File: config.mk
export PLATFORM = sky130hd
export DESIGN_NAME = bp_be_regfile_wb_arbiter
export DESIGN_NICKNAME = d
export VERILOG_FILES = /design/src/rtl/bp_be_regfile_wb_arbiter_pkg.sv /design/src/rtl/bp_be_wb_late_fifo.sv /design/src/rtl/bp_be_regfile_wb_arbiter.sv
export SDC_FILE = /design/constraint.sdc
export NUM_CORES = 1
export LEC_CHECK = 0
export CORE_MARGIN = 1.5
export CORE_UTILIZATION = 52
export DETAILED_ROUTE_END_ITERATION = 8
export GPL_ROUTABILITY_DRIVEN = 0
export HOLD_SLACK_MARGIN = 0.05
export PLACE_DENSITY = 0.81
export RECOVER_POWER = 50
export SYNTH_ARGS = -nofsm -noshare
export SYNTH_HDL_FRONTEND = slang
export SYNTH_SLANG_ARGS = --single-unit
File: constraint.sdc
create_clock -name clk_i -period 3.59 [get_ports clk_i]
set_input_delay 0.718 -clock clk_i [delete_from_list [all_inputs] [get_ports clk_i]]
set_output_delay 0.718 -clock clk_i [all_outputs]
set_load 0.005 [all_outputs]
File: src/rtl/bp_be_regfile_wb_arbiter_pkg.sv
// bp_be_regfile_wb_arbiter_pkg: shared types for the regfile writeback arbiter
package bp_be_regfile_wb_arbiter_pkg;

    localparam int wb_data_width_lp = 64;
    localparam int wb_addr_width_lp = 5;

    typedef struct packed {
        logic [wb_addr_width_lp-1:0] addr;
        logic [wb_data_width_lp-1:0] data;
    } bp_be_wb_req_s;

    typedef enum logic {
        e_late_long = 1'b0,
        e_late_mem  = 1'b1
    } bp_be_late_src_e;

endpackage

File: src/rtl/bp_be_wb_late_fifo.sv
// bp_be_wb_late_fifo: per-source late writeback buffer with head starvation counter
module bp_be_wb_late_fifo
    import bp_be_regfile_wb_arbiter_pkg::*;
#(
    parameter int data_width_p     = wb_data_width_lp,
    parameter int reg_addr_width_p = wb_addr_width_lp,
    parameter int els_p            = 2,
    parameter int starve_limit_p   = 4
) (
    input  logic                        clk_i,
    input  logic                        reset_i,
    input  logic                        v_i,
    input  logic [reg_addr_width_p-1:0] addr_i,
    input  logic [data_width_p-1:0]     data_i,
    input  logic                        pop_i,
    output logic                        full_o,
    output logic                        head_v_o,
    output logic [reg_addr_width_p-1:0] head_addr_o,
    output logic [data_width_p-1:0]     head_data_o,
    output logic                        starve_o
);

    localparam int ptr_w_lp = $clog2(els_p);
    localparam int cnt_w_lp = $clog2(starve_limit_p) + 1;
    localparam logic [cnt_w_lp-1:0] lim_lp = cnt_w_lp'(starve_limit_p - 1);

    logic [reg_addr_width_p-1:0] addr_mem [els_p];
    logic [data_width_p-1:0]     data_mem [els_p];
    logic [ptr_w_lp-1:0]         wptr_r, rptr_r;
    logic [ptr_w_lp:0]           count_r;
    logic [cnt_w_lp-1:0]         starve_r;
    logic                        push;

    assign full_o      = count_r == (ptr_w_lp+1)'(els_p);
    assign head_v_o    = count_r != '0;
    assign push        = v_i & ~full_o;
    assign head_addr_o = addr_mem[rptr_r];
    assign head_data_o = data_mem[rptr_r];
    assign starve_o    = head_v_o & (starve_r == lim_lp);

    always_ff @(posedge clk_i) begin
        if (push) begin
            addr_mem[wptr_r] <= addr_i;
            data_mem[wptr_r] <= data_i;
        end
    end

    always_ff @(posedge clk_i or negedge reset_i) begin
        if (!reset_i) begin
            wptr_r   <= '0;
            rptr_r   <= '0;
            count_r  <= '0;
            starve_r <= '0;
        end else begin
            wptr_r   <= wptr_r + ptr_w_lp'(push);
            rptr_r   <= rptr_r + ptr_w_lp'(pop_i);
            count_r  <= count_r + (ptr_w_lp+1)'(push) - (ptr_w_lp+1)'(pop_i);
            starve_r <= (~head_v_o | pop_i) ? '0 : (starve_r == lim_lp) ? starve_r : starve_r + 1'b1;
        end
    end

endmodule

File: src/rtl/bp_be_regfile_wb_arbiter.sv
// bp_be_regfile_wb_arbiter: packs pipe and buffered late writebacks onto two regfile write ports
module bp_be_regfile_wb_arbiter
    import bp_be_regfile_wb_arbiter_pkg::*;
#(
    parameter int data_width_p     = wb_data_width_lp,
    parameter int reg_addr_width_p = wb_addr_width_lp,
    parameter int late_fifo_els_p  = 2,
    parameter int starve_limit_p   = 4,
    parameter int zero_x0_p        = 1
) (
    input  logic                             clk_i,
    input  logic                             reset_i,
    input  logic [1:0]                       pipe_v_i,
    input  logic [1:0][reg_addr_width_p-1:0] pipe_addr_i,
    input  logic [1:0][data_width_p-1:0]     pipe_data_i,
    input  logic [1:0]                       late_v_i,
    output logic [1:0]                       late_ready_and_o,
    input  logic [1:0][reg_addr_width_p-1:0] late_addr_i,
    input  logic [1:0][data_width_p-1:0]     late_data_i,
    output logic                             stall_o,
    output logic [1:0]                       rd_w_v_o,
    output logic [1:0][reg_addr_width_p-1:0] rd_addr_o,
    output logic [1:0][data_width_p-1:0]     rd_data_o,
    output logic                             conflict_o
);

    logic [1:0]                       full, head_v, starve, blocked, elig, gnt, rr_mask, sel_v;
    logic [1:0][reg_addr_width_p-1:0] head_addr, sel_addr;
    logic [1:0][data_width_p-1:0]     head_data, sel_data;
    logic [3:0]                       c_v;
    logic [3:0][reg_addr_width_p-1:0] c_addr;
    logic [3:0][data_width_p-1:0]     c_data;
    logic                             k0, k1, free2, free1, alive_r, rr;
    bp_be_late_src_e                  rr_r;

    assign late_ready_and_o = {2{alive_r}} & ~full;

    for (genvar s = 0; s < 2; s++) begin : g_late
        bp_be_wb_late_fifo #(
            .data_width_p     (data_width_p),
            .reg_addr_width_p (reg_addr_width_p),
            .els_p            (late_fifo_els_p),
            .starve_limit_p   (starve_limit_p)
        ) fifo (
            .clk_i       (clk_i),
            .reset_i     (reset_i),
            .v_i         (late_v_i[s] & alive_r),
            .addr_i      (late_addr_i[s]),
            .data_i      (late_data_i[s]),
            .pop_i       (gnt[s]),
            .full_o      (full[s]),
            .head_v_o    (head_v[s]),
            .head_addr_o (head_addr[s]),
            .head_data_o (head_data[s]),
            .starve_o    (starve[s])
        );
        assign blocked[s] = head_v[s] & (head_addr[s] != '0)
                          & ((k0 & head_addr[s] == pipe_addr_i[0]) | (k1 & head_addr[s] == pipe_addr_i[1]));
    end

    // younger slot 1 overrides slot 0 on a same-register dual write
    assign k1      = pipe_v_i[1] & ~(zero_x0_p != 0 && pipe_addr_i[1] == '0);
    assign k0      = pipe_v_i[0] & ~(zero_x0_p != 0 && pipe_addr_i[0] == '0) & ~(k1 && pipe_addr_i[0] == pipe_addr_i[1]);
    assign free2   = ~k0 & ~k1;
    assign free1   = k0 ^ k1;
    assign rr      = rr_r;
    assign rr_mask = 2'b01 << rr;
    assign elig    = head_v & ~blocked;
    assign gnt     = free2 ? elig : free1 ? (((elig & rr_mask) != '0) ? rr_mask : (elig & ~rr_mask)) : 2'b00;

    assign c_v    = {gnt[~rr], gnt[rr], k1, k0};
    assign c_addr = {head_addr[~rr], head_addr[rr], pipe_addr_i[1], pipe_addr_i[0]};
    assign c_data = {head_data[~rr], head_data[rr], pipe_data_i[1], pipe_data_i[0]};

    always_comb begin
        sel_v    = '0;
        sel_addr = '0;
        sel_data = '0;
        for (int i = 0; i < 4; i++) begin
            if (c_v[i] && !sel_v[0]) begin
                sel_v[0]    = 1'b1;
                sel_addr[0] = c_addr[i];
                sel_data[0] = c_data[i];
            end else if (c_v[i]) begin
                sel_v[1]    = 1'b1;
                sel_addr[1] = c_addr[i];
                sel_data[1] = c_data[i];
            end
        end
    end

    always_ff @(posedge clk_i or negedge reset_i) begin
        if (!reset_i) begin
            alive_r    <= 1'b0;
            rr_r       <= e_late_long;
            stall_o    <= 1'b0;
            conflict_o <= 1'b0;
            rd_w_v_o   <= '0;
            rd_addr_o  <= '0;
            rd_data_o  <= '0;
        end else begin
            alive_r    <= 1'b1;
            rr_r       <= (^gnt) ? bp_be_late_src_e'(~rr_r) : rr_r;
            stall_o    <= |(starve & ~gnt);
            conflict_o <= conflict_o | (|blocked) | (stall_o & (|pipe_v_i));
            rd_w_v_o   <= sel_v;
            for (int p = 0; p < 2; p++) begin
                if (sel_v[p]) begin
                    rd_addr_o[p] <= sel_addr[p];
                    rd_data_o[p] <= sel_data[p];
                end
            end
        end
    end

endmodule

After elaboration in Yosys (flattened, before gate mapping). Memories as Yosys holds them, arrays and structs flattened. Cells that the tools add are included.

Register bits after elaboration: 158. Latch bits: 0. RAM bits: 276. Memory bits (read-only): 0. Output and inout port bits: 144. Memories: 4.

Add/sub/neg operators: 10. Multiply operators: 0. Divide/modulo/power cells: 0. $lt $le $gt $ge: 2. Equality and inequality tests: 11. Shift operators: 1. Muxes and demuxes: 53. Bitwise gates (word level): 45. Reductions and logical operators: 18.

Memory list: g_late[0].fifo.data_mem (depth 2, bits a word 64, read ports 1, clocked after Yosys merged registers in 0, wr ports 1, line bp_be_wb_late_fifo.sv:28) `logic [data_width_p-1:0] data_mem [els_p];`; g_late[1].fifo.data_mem (depth 2, bits a word 64, read ports 1, clocked after Yosys merged registers in 0, wr ports 1, line bp_be_wb_late_fifo.sv:28); g_late[0].fifo.addr_mem (depth 2, bits a word 5, read ports 1, clocked after Yosys merged registers in 0, wr ports 1, line bp_be_wb_late_fifo.sv:27) `logic [reg_addr_width_p-1:0] addr_mem [els_p];`; g_late[1].fifo.addr_mem (depth 2, bits a word 5, read ports 1, clocked after Yosys merged registers in 0, wr ports 1, line bp_be_wb_late_fifo.sv:27).

Operators by type and width (count): $mux W64 (14); $mux W5 (14); $eq A5 B5 Y1 (5); $and A1 B1 Y1 (19); $mux W1 (18); $mux W3 (4); $and A2 B2 Y2 (5); $logic_not A5 Y1 (2); $not A1 Y1 (10); $reduce_bool A5 Y1 (2); $not A2 Y2 (4); $add A3 B1 Y3 const B (2); $eq A3 B2 Y1 const B (2); $mux W2 (3); $or A1 B1 Y1 (6); $reduce_bool A2 Y1 (3); $reduce_or A2 Y1 (3); $add A1 B1 Y1 (4); $add A2 B1 Y2 (2); $eq A2 B2 Y1 const B (2); $logic_and A1 B1 Y1 (4); $lt A1 B2 Y1 const B (2); $ne A2 B2 Y1 const B (2); $sub A2 B1 Y2 (2); other kinds (4) (6).

Logic depth before layout (Yosys ltp). Gate-level depths: netlist of the first run.

Word-level depth: 23. Mapped depth: 17. Gate-level depth less buffers: 13.

By module. A second synthesis of the first run with hierarchy kept.

Cells, all modules: 1719. Area total of the unflattened synthesis: 22078.7 um2.

Modules (own cells, without submodules): bp_be_wb_late_fifo (times used 2, cells each 248, area an instance 5706.7 um2, seq. area each 4319.1 um2); bp_be_regfile_wb_arbiter (times used 1, cells each 1223, area an instance 10665.2 um2, seq. area each 3603.5 um2).

Worst setup path before layout of the first run. Ideal clock, no wire load.

Path kind: input-to-reg. Start: input port pipe_addr_i[9] (netlist name). End: register rd_data_o[107] (netlist name). Setup time: 130 ps. Data arrival time: 3901 ps. Required time: 3460 ps. Slack: -441 ps. Cell stages on the path: 16. Path buffers: 6. Cell sequence: clkbuf_1 -> or4_1 -> o211a_1 -> a21oi_4 -> clkbuf_1 -> clkbuf_1 -> ha_1 -> nand2_1 -> nor3_1 -> and3_1 -> mux2i_1 -> and2_1 -> buf_2 -> buf_4 -> clkbuf_1 -> o2bb2ai_1.

Longest elaborated chain between the ends: 23. Elaborated cells between the ends (all ways): 54.

RTL lines: from (decl) (line bp_be_regfile_wb_arbiter.sv:14) `input logic [1:0][reg_addr_width_p-1:0] pipe_addr_i,`; $logic_not A5 Y1 (line bp_be_regfile_wb_arbiter.sv:62) `assign k1 = pipe_v_i[1] & ~(zero_x0_p != 0 && pipe_addr_i[1] == '0);`; $not A1 Y1 (line bp_be_regfile_wb_arbiter.sv:62); $and A1 B1 Y1 (line bp_be_regfile_wb_arbiter.sv:62); $logic_and A1 B1 Y1 (line bp_be_regfile_wb_arbiter.sv:63) `assign k0 = pipe_v_i[0] & ~(zero_x0_p != 0 && pipe_addr_i[0] == '0) & ~(k1 && pipe_addr_i[0] == pipe_addr_i[1] ...`; $not A1 Y1 (line bp_be_regfile_wb_arbiter.sv:63); $and A1 B1 Y1 (line bp_be_regfile_wb_arbiter.sv:63); $and A1 B1 Y1 (line bp_be_regfile_wb_arbiter.sv:58) `& ((k0 & head_addr[s] == pipe_addr_i[0]) | (k1 & head_addr[s] == pipe_addr_i[1]));`; $or A1 B1 Y1 (line bp_be_regfile_wb_arbiter.sv:58); [4 not listed]; $reduce_bool A2 Y1 (line bp_be_regfile_wb_arbiter.sv:69) `assign gnt = free2 ? elig : free1 ? (((elig & rr_mask) != '0) ? rr_mask : (elig & ~rr_mask)) : 2'b00;`; $mux W2 (3 in a row) (line bp_be_regfile_wb_arbiter.sv:69); $mux W1 (implied by the code) (2 in a row) (line bp_be_regfile_wb_arbiter.sv:71) `assign c_v = {gnt[~rr], gnt[rr], k1, k0};`; $logic_and A1 B1 Y1 (line bp_be_regfile_wb_arbiter.sv:80) `if (c_v[i] && !sel_v[0]) begin`; $mux W1 (line bp_be_regfile_wb_arbiter.sv:80); $logic_not A1 Y1 (line bp_be_regfile_wb_arbiter.sv:80); $logic_and A1 B1 Y1 (line bp_be_regfile_wb_arbiter.sv:80); $mux W64 / $mux W1 (equally long branches) (line bp_be_regfile_wb_arbiter.sv:80); to (signal, indexed assignment) (line bp_be_regfile_wb_arbiter.sv:110) `rd_data_o[p] <= sel_data[p];`; to (decl) (line bp_be_regfile_wb_arbiter.sv:23) `output logic [1:0][data_width_p-1:0] rd_data_o,`.

Several ways; a longest one is shown, not always the timed one. The select of a mux whose other input is x is not followed. A chain may end at the register's enable or synchronous reset.

Final worst setup path of the first run.
Start: input port pipe_addr_i[8] (netlist name). End: register rd_data_o[2] (netlist name).

Same word-level chain as after synthesis.

==> impl_metrics.env, run 1 <==
export IMPL_die_w_um=205.5
export IMPL_ctsHtreeMaxLevel=2
export IMPL_r2r_cells=13
export IMPL_yosysWarnings=0
export IMPL_final_common_cell="clkdlybuf4s50_1"
export IMPL_max_freq_mhz=284.4
export IMPL_grt_met2_usage_pct=56.27
export IMPL_p_per_area_mw_per_mm2=821.6
export IMPL_top_usage_layer="met2"
export IMPL_use_met1_pct=42.62
export IMPL_die_h_um=205.5
export IMPL_cts_sinks=434
export IMPL_slew_viol_final=160
export IMPL_criticalPathCategory="input port to register"
export IMPL_cp_max_fo=7
export IMPL_critPathLaunch="pipe_addr_i[8]"
export IMPL_period_share_pct=97.93
export IMPL_cpMostUsedCell="buf_12"
export IMPL_synth_seq_area_share_pct=57.43
export IMPL_grtUsageTotal_pct=34.34
export IMPL_total_power_mw=23.53
export IMPL_drive_gt1_share_pct=10.77
export IMPL_p_leak_nw=11.17
export IMPL_ant_nets=0
export IMPL_nNetsFinal=2609
export IMPL_cap_violations=5
export IMPL_hp_class="register to register"
export IMPL_root_buffer="clkbuf_16"
export IMPL_synth_flop_cell="edfxtp_1"
export IMPL_sw_frac_of_total_pct=37.96
export IMPL_syn_nets=2180
export IMPL_final_cell_mix="clkdlybuf4s50_1 (286), edfxtp_1 (276), nand2_1 (244), mux2i_1 (209), dfrtp_1 (155)"
export IMPL_place_ws_ns=-0.6221
export IMPL_p_clk_share_pct=19.6
export IMPL_grt_max_degree=95
export IMPL_violations="capacitance limit, slew limit"
export IMPL_num_vias=18263
export IMPL_avgSynthCellArea_um2=11.31
export IMPL_cts_hold_buffers=0
export IMPL_die_area_mm2=0.04222
export IMPL_synth_edf_count=276
export IMPL_area_growth_pct=34.33
export IMPL_fin_crit_ns=3.516
export IMPL_reg2reg_to="rd_data_o[2]"
export IMPL_start_util_pct=53.16
export IMPL_status="finished with violations"
export IMPL_via_per_inst=6.319
export IMPL_rr_startpoint="g_late[1].fifo.rptr_r"
export IMPL_pin_count=426
export IMPL_p_int_mw=14.59
export IMPL_worst_hold_slack_ns=0.4924
export IMPL_crit_slowest_cell="or4_4"
export IMPL_clk_latency_ns=0.59
export IMPL_grt_pass1_vias=18612
export IMPL_fin_ws_ns=0.07428
export IMPL_port_buffers=425
export IMPL_hold_viol_final=0
export IMPL_grt_pass1_wl_um=108700
export IMPL_cts_buffers_inserted=46
export IMPL_slew_headroom_pct=-31.02
export IMPL_cts_tree="built"
export IMPL_cp_start_kind="input port"
export IMPL_synth_top_area_cell="edfxtp_1"
export IMPL_endpoint="rd_data_o[2]"
export IMPL_worstMarginPinSlew_ns=1.965
export IMPL_combPwrFrac_pct=48.1
export IMPL_overflow=0
export IMPL_peakVddDrop_uv=662.8
export IMPL_post_route_drc_count=0
export IMPL_synth_area_mm2=0.02132
export IMPL_hpwl_um=48610
export IMPL_antenna_found_initial=18
export IMPL_synth_cells=1884
export IMPL_core_mm2=0.04010
export IMPL_ys_ff_latch=434
export IMPL_num_fill_cells=2707
export IMPL_critPathMaxStageDelay_ns=0.56
export IMPL_arrival_ns=3.95
export IMPL_rsz0062_at_grt="true"
export IMPL_grt_use_met3_pct=7.190
export IMPL_setup_viol=0
export IMPL_reg2reg_slack_ns=0.19
export IMPL_synth_cell_types=52
export IMPL_yosys_top_cells_area="edfxtp_1 (39%), dfrtp_1 (19%), mux2i_1 (9.9%), nand2_1 (4.3%), o211ai_1 (2.6%)"
export IMPL_synthArstFlopShare_pct=36.41
export IMPL_cts_path_max_buffers=3
export IMPL_drtPass1Iterations=7
export IMPL_clkTransAtPathRegs_ns=0.06
export IMPL_synth_top_cell_area_share_pct=38.88
export IMPL_crit_path_end_kind="register"
export IMPL_post_drt_wl_per_cell_um=25.30
export IMPL_switchingPower_mw=8.931
export IMPL_sequentialPowerShare_pct=32.3
export IMPL_wl_um=73120
export IMPL_num_rows=73
export IMPL_fin_worst_skew_ns=0.02347
export IMPL_drtIter0Drc=2012
export IMPL_cp_cell_sequence="clkdlybuf4s50_1 > or4_4 > o211a_1 > a21oi_4 > inv_2 > or4_4 > nand3_2 > nor3b_2 > buf_4 > nor3_4 > buf_12 > buf_12 > buf_12 > mux2i_2 > o21ai_1"
export IMPL_cp_required_ns=4.03
-- synthesized netlist by cell type (2+ instances only) --
cell type	n
buf_1	22
nand3_1	35
mux2_2	38
or4_1	3
buf_4	2
edfxtp_1	276
a211oi_1	29
a311oi_1	33
nor3_1	40
o21ai_0	105
buf_2	13
clkbuf_1	122
nor4_1	2
a221oi_1	12
o311ai_0	4
xnor2_1	27
a21boi_0	2
o2bb2ai_1	61
o31ai_1	12
a21oi_1	71
nor2b_1	12
dfrtp_1	158
a221o_1	9
nor2_1	83
inv_2	2
mux2i_1	210
ha_1	14
xor2_1	7
nor3b_1	2
and2_1	13
inv_1	38
o211ai_1	75
o22ai_1	16
and3_1	35
nand2_1	246
o21ai_1	39
-- what timing repair did --
| action | in CTS | in global routing |
|---|---|---|
| gates cloned | 0 | 2 |
| setup buffers | 0 | 7 |
| resized for setup | 1 | 11 |
| pin swaps | 0 | 2 |
| endpoints found under the hold margin | 0 | 0 |
| endpoints found under the setup margin | 1 | 56 |
-- sequential cells by signal, indices dropped and copies added (netlist names) --
| signal | cells |
|---|---|
| rd_w_v_o | 2 |
| g_late.fifo.starve_r | 6 |
| g_late.fifo.wptr_r | 2 |
| g_late.fifo.addr_mem | 20 |
| rd_addr_o | 10 |
| rd_data_o | 128 |
| rr | 1 |
| conflict_o | 1 |
| g_late.fifo.count_r | 4 |
| stall_o | 1 |
| g_late.fifo.data_mem | 256 |
| alive_r | 1 |
| g_late.fifo.rptr_r | 2 |
-- power by group through the flow --
stage | clock network (mW) | registers, mW | logic [mW]
after floorplan | 0 | 7.32 | 6.14
after global placement | 0 | 7.60 | 10.5
after detailed placement | 0 | 7.62 | 11.0
after CTS | 4.64 | 7.56 | 11.0
after global routing | 4.84 | 7.67 | 12.1
final | 4.61 | 7.59 | 11.3
-- worst max-delay path, delay by kind of cell --
kind | cells | cell delay (ns)
muxes | 1 | 0.19
and+or+nand+nor | 5 | 1.37
buffers and inverters | 6 | 1.09
AOI/OAI and AO/OA | 3 | 0.56
-- kinds of logic after synthesis --
family	after synthesis	share of synthesized area, %
adders and majority gates	14	0.8218
muxes	248	11.87
DFF	434	57.43
buffers and inverters	200	3.668
AOI/OAI and AO/OA	472	14.81
xor gates and xnor gates	34	1.397
other	1	0.01759
and+or+nand+nor	481	9.990
-- layer usage --
layer	wire length [um]	part of all wire, %
met3	8120	11
met5	17	0.023
met1	26220	36
met4	4039	5.5
met2	34730	47
-- area by class of cell --
cell class	count	area [um^2]	share of cell area (%)
well taps	525	656.9	2.294
inverters	40	152.6	0.5331
clock inverters	14	72.57	0.2534
flip-flops and latches	434	12250	42.79
multi-input cells	1250	8433	29.45
diodes	16	40.04	0.1398
repair buffers	541	5650	19.73
clock buffers	70	1375	4.802
-- per-stage QoR --
| stage | cell area (um^2) | util (%) | setup TNS [ns] | instances |
|---|---|---|---|---|
| floorplan | 21390 | - | -0.4973 | 1884 |
| global placement | 27080 | 67.54 | -54.68 | 2781 |
| detailed placement | 27080 | 67.54 | -66.68 | 2781 |
| CTS | 28530 | 71.15 | 0 | 2865 |
| global route | 28620 | 71.38 | -0.03651 | 2885 |
| finish | 28630 | 71.41 | 0 | 2890 |
-- worst min path at each step --
stage,to,cells past startpoint,from
after floorplan,alive_r,0,reset_i
after global placement,rd_data_o[101],1,rd_data_o[101]
after detailed placement,rd_addr_o[9],1,rd_addr_o[9]
after CTS,rd_data_o[125],1,reset_i
after global routing,rd_data_o[127],1,rd_data_o[127]
final,rd_data_o[101],1,rd_data_o[101]
Note: power is estimated with default switching activity, not from simulation.
==> inputs of run 2 (changes only) <==
GPL_TIMING_DRIVEN = 0   (was default)
==> run 2 against run 1 <==
The run ends with DRC, capacitance limit, slew limit, setup timing left. Wire length increased by 10%. Power increased by 1.4%. Sequential cell count unchanged. Combinational power about the same. Hold slack got worse by 0.0047 ns. Clock power increased by 4%. Global-route usage increased by 3.1 points. Cell count increased by 1.8%. First-iteration DRC count increased by 20%. Largest cell class unchanged. Highest routed layer unchanged.
==> impl_metrics.env, run 2 (synthesized netlist as in run 1, its figures left out) <==
export IMPL_peakVddDrop_uv=555.4
export IMPL_antenna_found_initial=15
export IMPL_overflow=0
export IMPL_nNetsFinal=2661
export IMPL_grt_pass1_vias=19231
export IMPL_fin_ws_ns=-0.1042
export IMPL_area_growth_pct=33.12
export IMPL_arrival_ns=4.17
export IMPL_path_depth=16
export IMPL_min_path_cells=2
export IMPL_multi_input_area_mm2=0.008594
export IMPL_max_freq_mhz=270.7
export IMPL_die_area_mm2=0.04222
export IMPL_slew_viol_final=80
export IMPL_grt_max_degree=109
export IMPL_grtUsageTotal_pct=37.42
export IMPL_cp_start_kind="input port"
export IMPL_rsz0062_at_grt="true"
export IMPL_violations="DRC, capacitance limit, slew limit, setup timing"
export IMPL_grt_pass1_wl_um=116400
export IMPL_hold_viol_final=0
export IMPL_reg2reg_slack_ns=0.02
export IMPL_cap_violations=2
export IMPL_final_cell_mix="clkdlybuf4s50_1 (277), edfxtp_1 (276), nand2_1 (244), mux2i_1 (200), dfrtp_1 (157)"
export IMPL_fin_worst_skew_ns=0.02116
export IMPL_criticalPathCategory="input port to register"
export IMPL_clkTransAtPathRegs_ns=0.06
export IMPL_design_area_mm2=0.02838
export IMPL_drtIter0Drc=2422
export IMPL_p_per_area_mw_per_mm2=840.4
export IMPL_hp_class="register to register"
export IMPL_drive_gt1_share_pct=10.11
export IMPL_slew_headroom_pct=-73.79
export IMPL_post_drt_wl_per_cell_um=27.40
export IMPL_p_leak_nw=10.97
export IMPL_cts_sinks=434
export IMPL_ctsHtreeMaxLevel=2
export IMPL_die_w_um=205.5
export IMPL_core_mm2=0.04010
export IMPL_drtPass1Iterations=8
export IMPL_crit_path_end_kind="register"
export IMPL_path_delay_family="simple AND/OR/NAND/NOR gates"
export IMPL_num_vias=19331
export IMPL_hpwl_um=57550
export IMPL_via_per_inst=6.573
export IMPL_num_fill_cells=2816
export IMPL_port_buffers=420
export IMPL_ant_nets=0
export IMPL_post_route_drc_count=1
export IMPL_period_share_pct=102.9
export IMPL_wl_um=80570
export IMPL_cp_max_fo=10
export IMPL_cts_path_max_buffers=3
export IMPL_critPathMaxStageDelay_ns=0.55
export IMPL_crit_slowest_cell="or4_4"
export IMPL_placed_area_mm2=0.02645
export IMPL_die_h_um=205.5
export IMPL_final_common_cell="clkdlybuf4s50_1"
export IMPL_largest_registers="g_late.fifo.data_mem: 256 flops, rd_data_o: 128 flops, g_late.fifo.addr_mem: 20 flops"
export IMPL_cts_tree="built"
export IMPL_area_sequential_mm2=0.01224
export IMPL_status="finished with violations"
export IMPL_cts_buffers_inserted=46
export IMPL_r2r_cells=7
export IMPL_cp_required_ns=4.06
export IMPL_cp_cell_sequence="buf_2 > or4_4 > o211a_1 > a21oi_4 > clkbuf_16 > clkbuf_8 > ha_4 > nand2_2 > nor3_1 > and3_1 > mux2i_2 > nand2_2 > buf_4 > buf_2 > a311oi_2 > o2bb2ai_1"
export IMPL_pin_count=426
export IMPL_setup_tns_ns=-3.287
export IMPL_setup_viol=67
export IMPL_num_rows=73
export IMPL_path_buf_inv=5
export IMPL_worstMarginPinSlew_ns=2.607
export IMPL_clk_latency_ns=0.60
export IMPL_largest_register_ffs=256
export IMPL_fin_crit_ns=3.694
export IMPL_root_buffer="clkbuf_16"
export IMPL_regMostFlops="g_late.fifo.data_mem"
export IMPL_start_util_pct=53.16
==> run 2: area by class of cell <==
class / instances / share of cell area [%]
diodes: 13 / 0.1146
well taps: 525 / 2.315
clock buffers: 62 / 4.304
clock inverters: 24 / 0.9083
plain buffers: 156 / 2.734
multi-input cells: 1250 / 30.29
flip-flops and latches: 434 / 43.15
inverters: 40 / 0.5291
repair buffers: 437 / 15.66
==> run 2: power breakdown <==
| group | internal [mW] | switching, mW | total, mW |
|---|---|---|---|
| clock network | 2.76 | 2.03 | 4.78 |
| registers | 6.66 | 0.912 | 7.58 |
| logic | 4.97 | 6.52 | 11.5 |
==> run 2: path summary, 6_finish.rpt <==
path,start,to
setup / recovery,pipe_addr_i[9],rd_data_o[72]
hold / removal,rd_data_o[14],rd_data_o[14]
setup reg to reg,g_late[0].fifo.rptr_r,rd_data_o[66]
hold reg to reg,rd_data_o[14],rd_data_o[14]
max in group asynchronous,reset_i,g_late[1].fifo.rptr_r
min in group asynchronous,reset_i,rd_data_o[56]
==> run 2: timing repair <==
action,CTS,global route
hold buffers,1,0
hold endpoints to repair,10,0
endpoints found under the setup margin,142,141
gates resized for setup,48,103
setup buffers,6,5
pin swaps,5,2
==> run 2: worst min-delay path: stages (launching register included) <==
cell and delay (ns):
dfrtp_1 0.35, nand2_1 0.05, o31ai_1 0.05
==> run 2: metrics by stage <==
| stage | cells | power (mW) | hold slack (ns) | utilization (%) | setup WS [ns] |
|---|---|---|---|---|---|
| finish | 2941 | 23.85 | 0.4877 | 70.77 | -0.1042 |
| global route | 2933 | 24.72 | 0.5116 | 70.72 | -0.07786 |
| CTS | 2923 | 23.23 | 0.4840 | 70.05 | 0.006307 |
| detailed placement | 2834 | 18.28 | 0.4700 | 65.96 | -1.607 |
| global placement | 2829 | 17.91 | 0.4604 | 65.48 | -5.191 |
| floorplan | 1884 | 13.46 | 0.4224 | - | -0.02493 |
==> run 2: metal layers <==
| layer | vias up | wire [um] | global-route usage, % |
|---|---|---|---|
| met1 | 9346 | 28450 | 46.69 |
| met4 | 12 | 4354 | 18.40 |
| met2 | 1622 | 37390 | 60.25 |
| li1 | 8001 | - | - |
| met3 | 350 | 10300 | 10.04 |
| met5 | - | 79 | 0 |
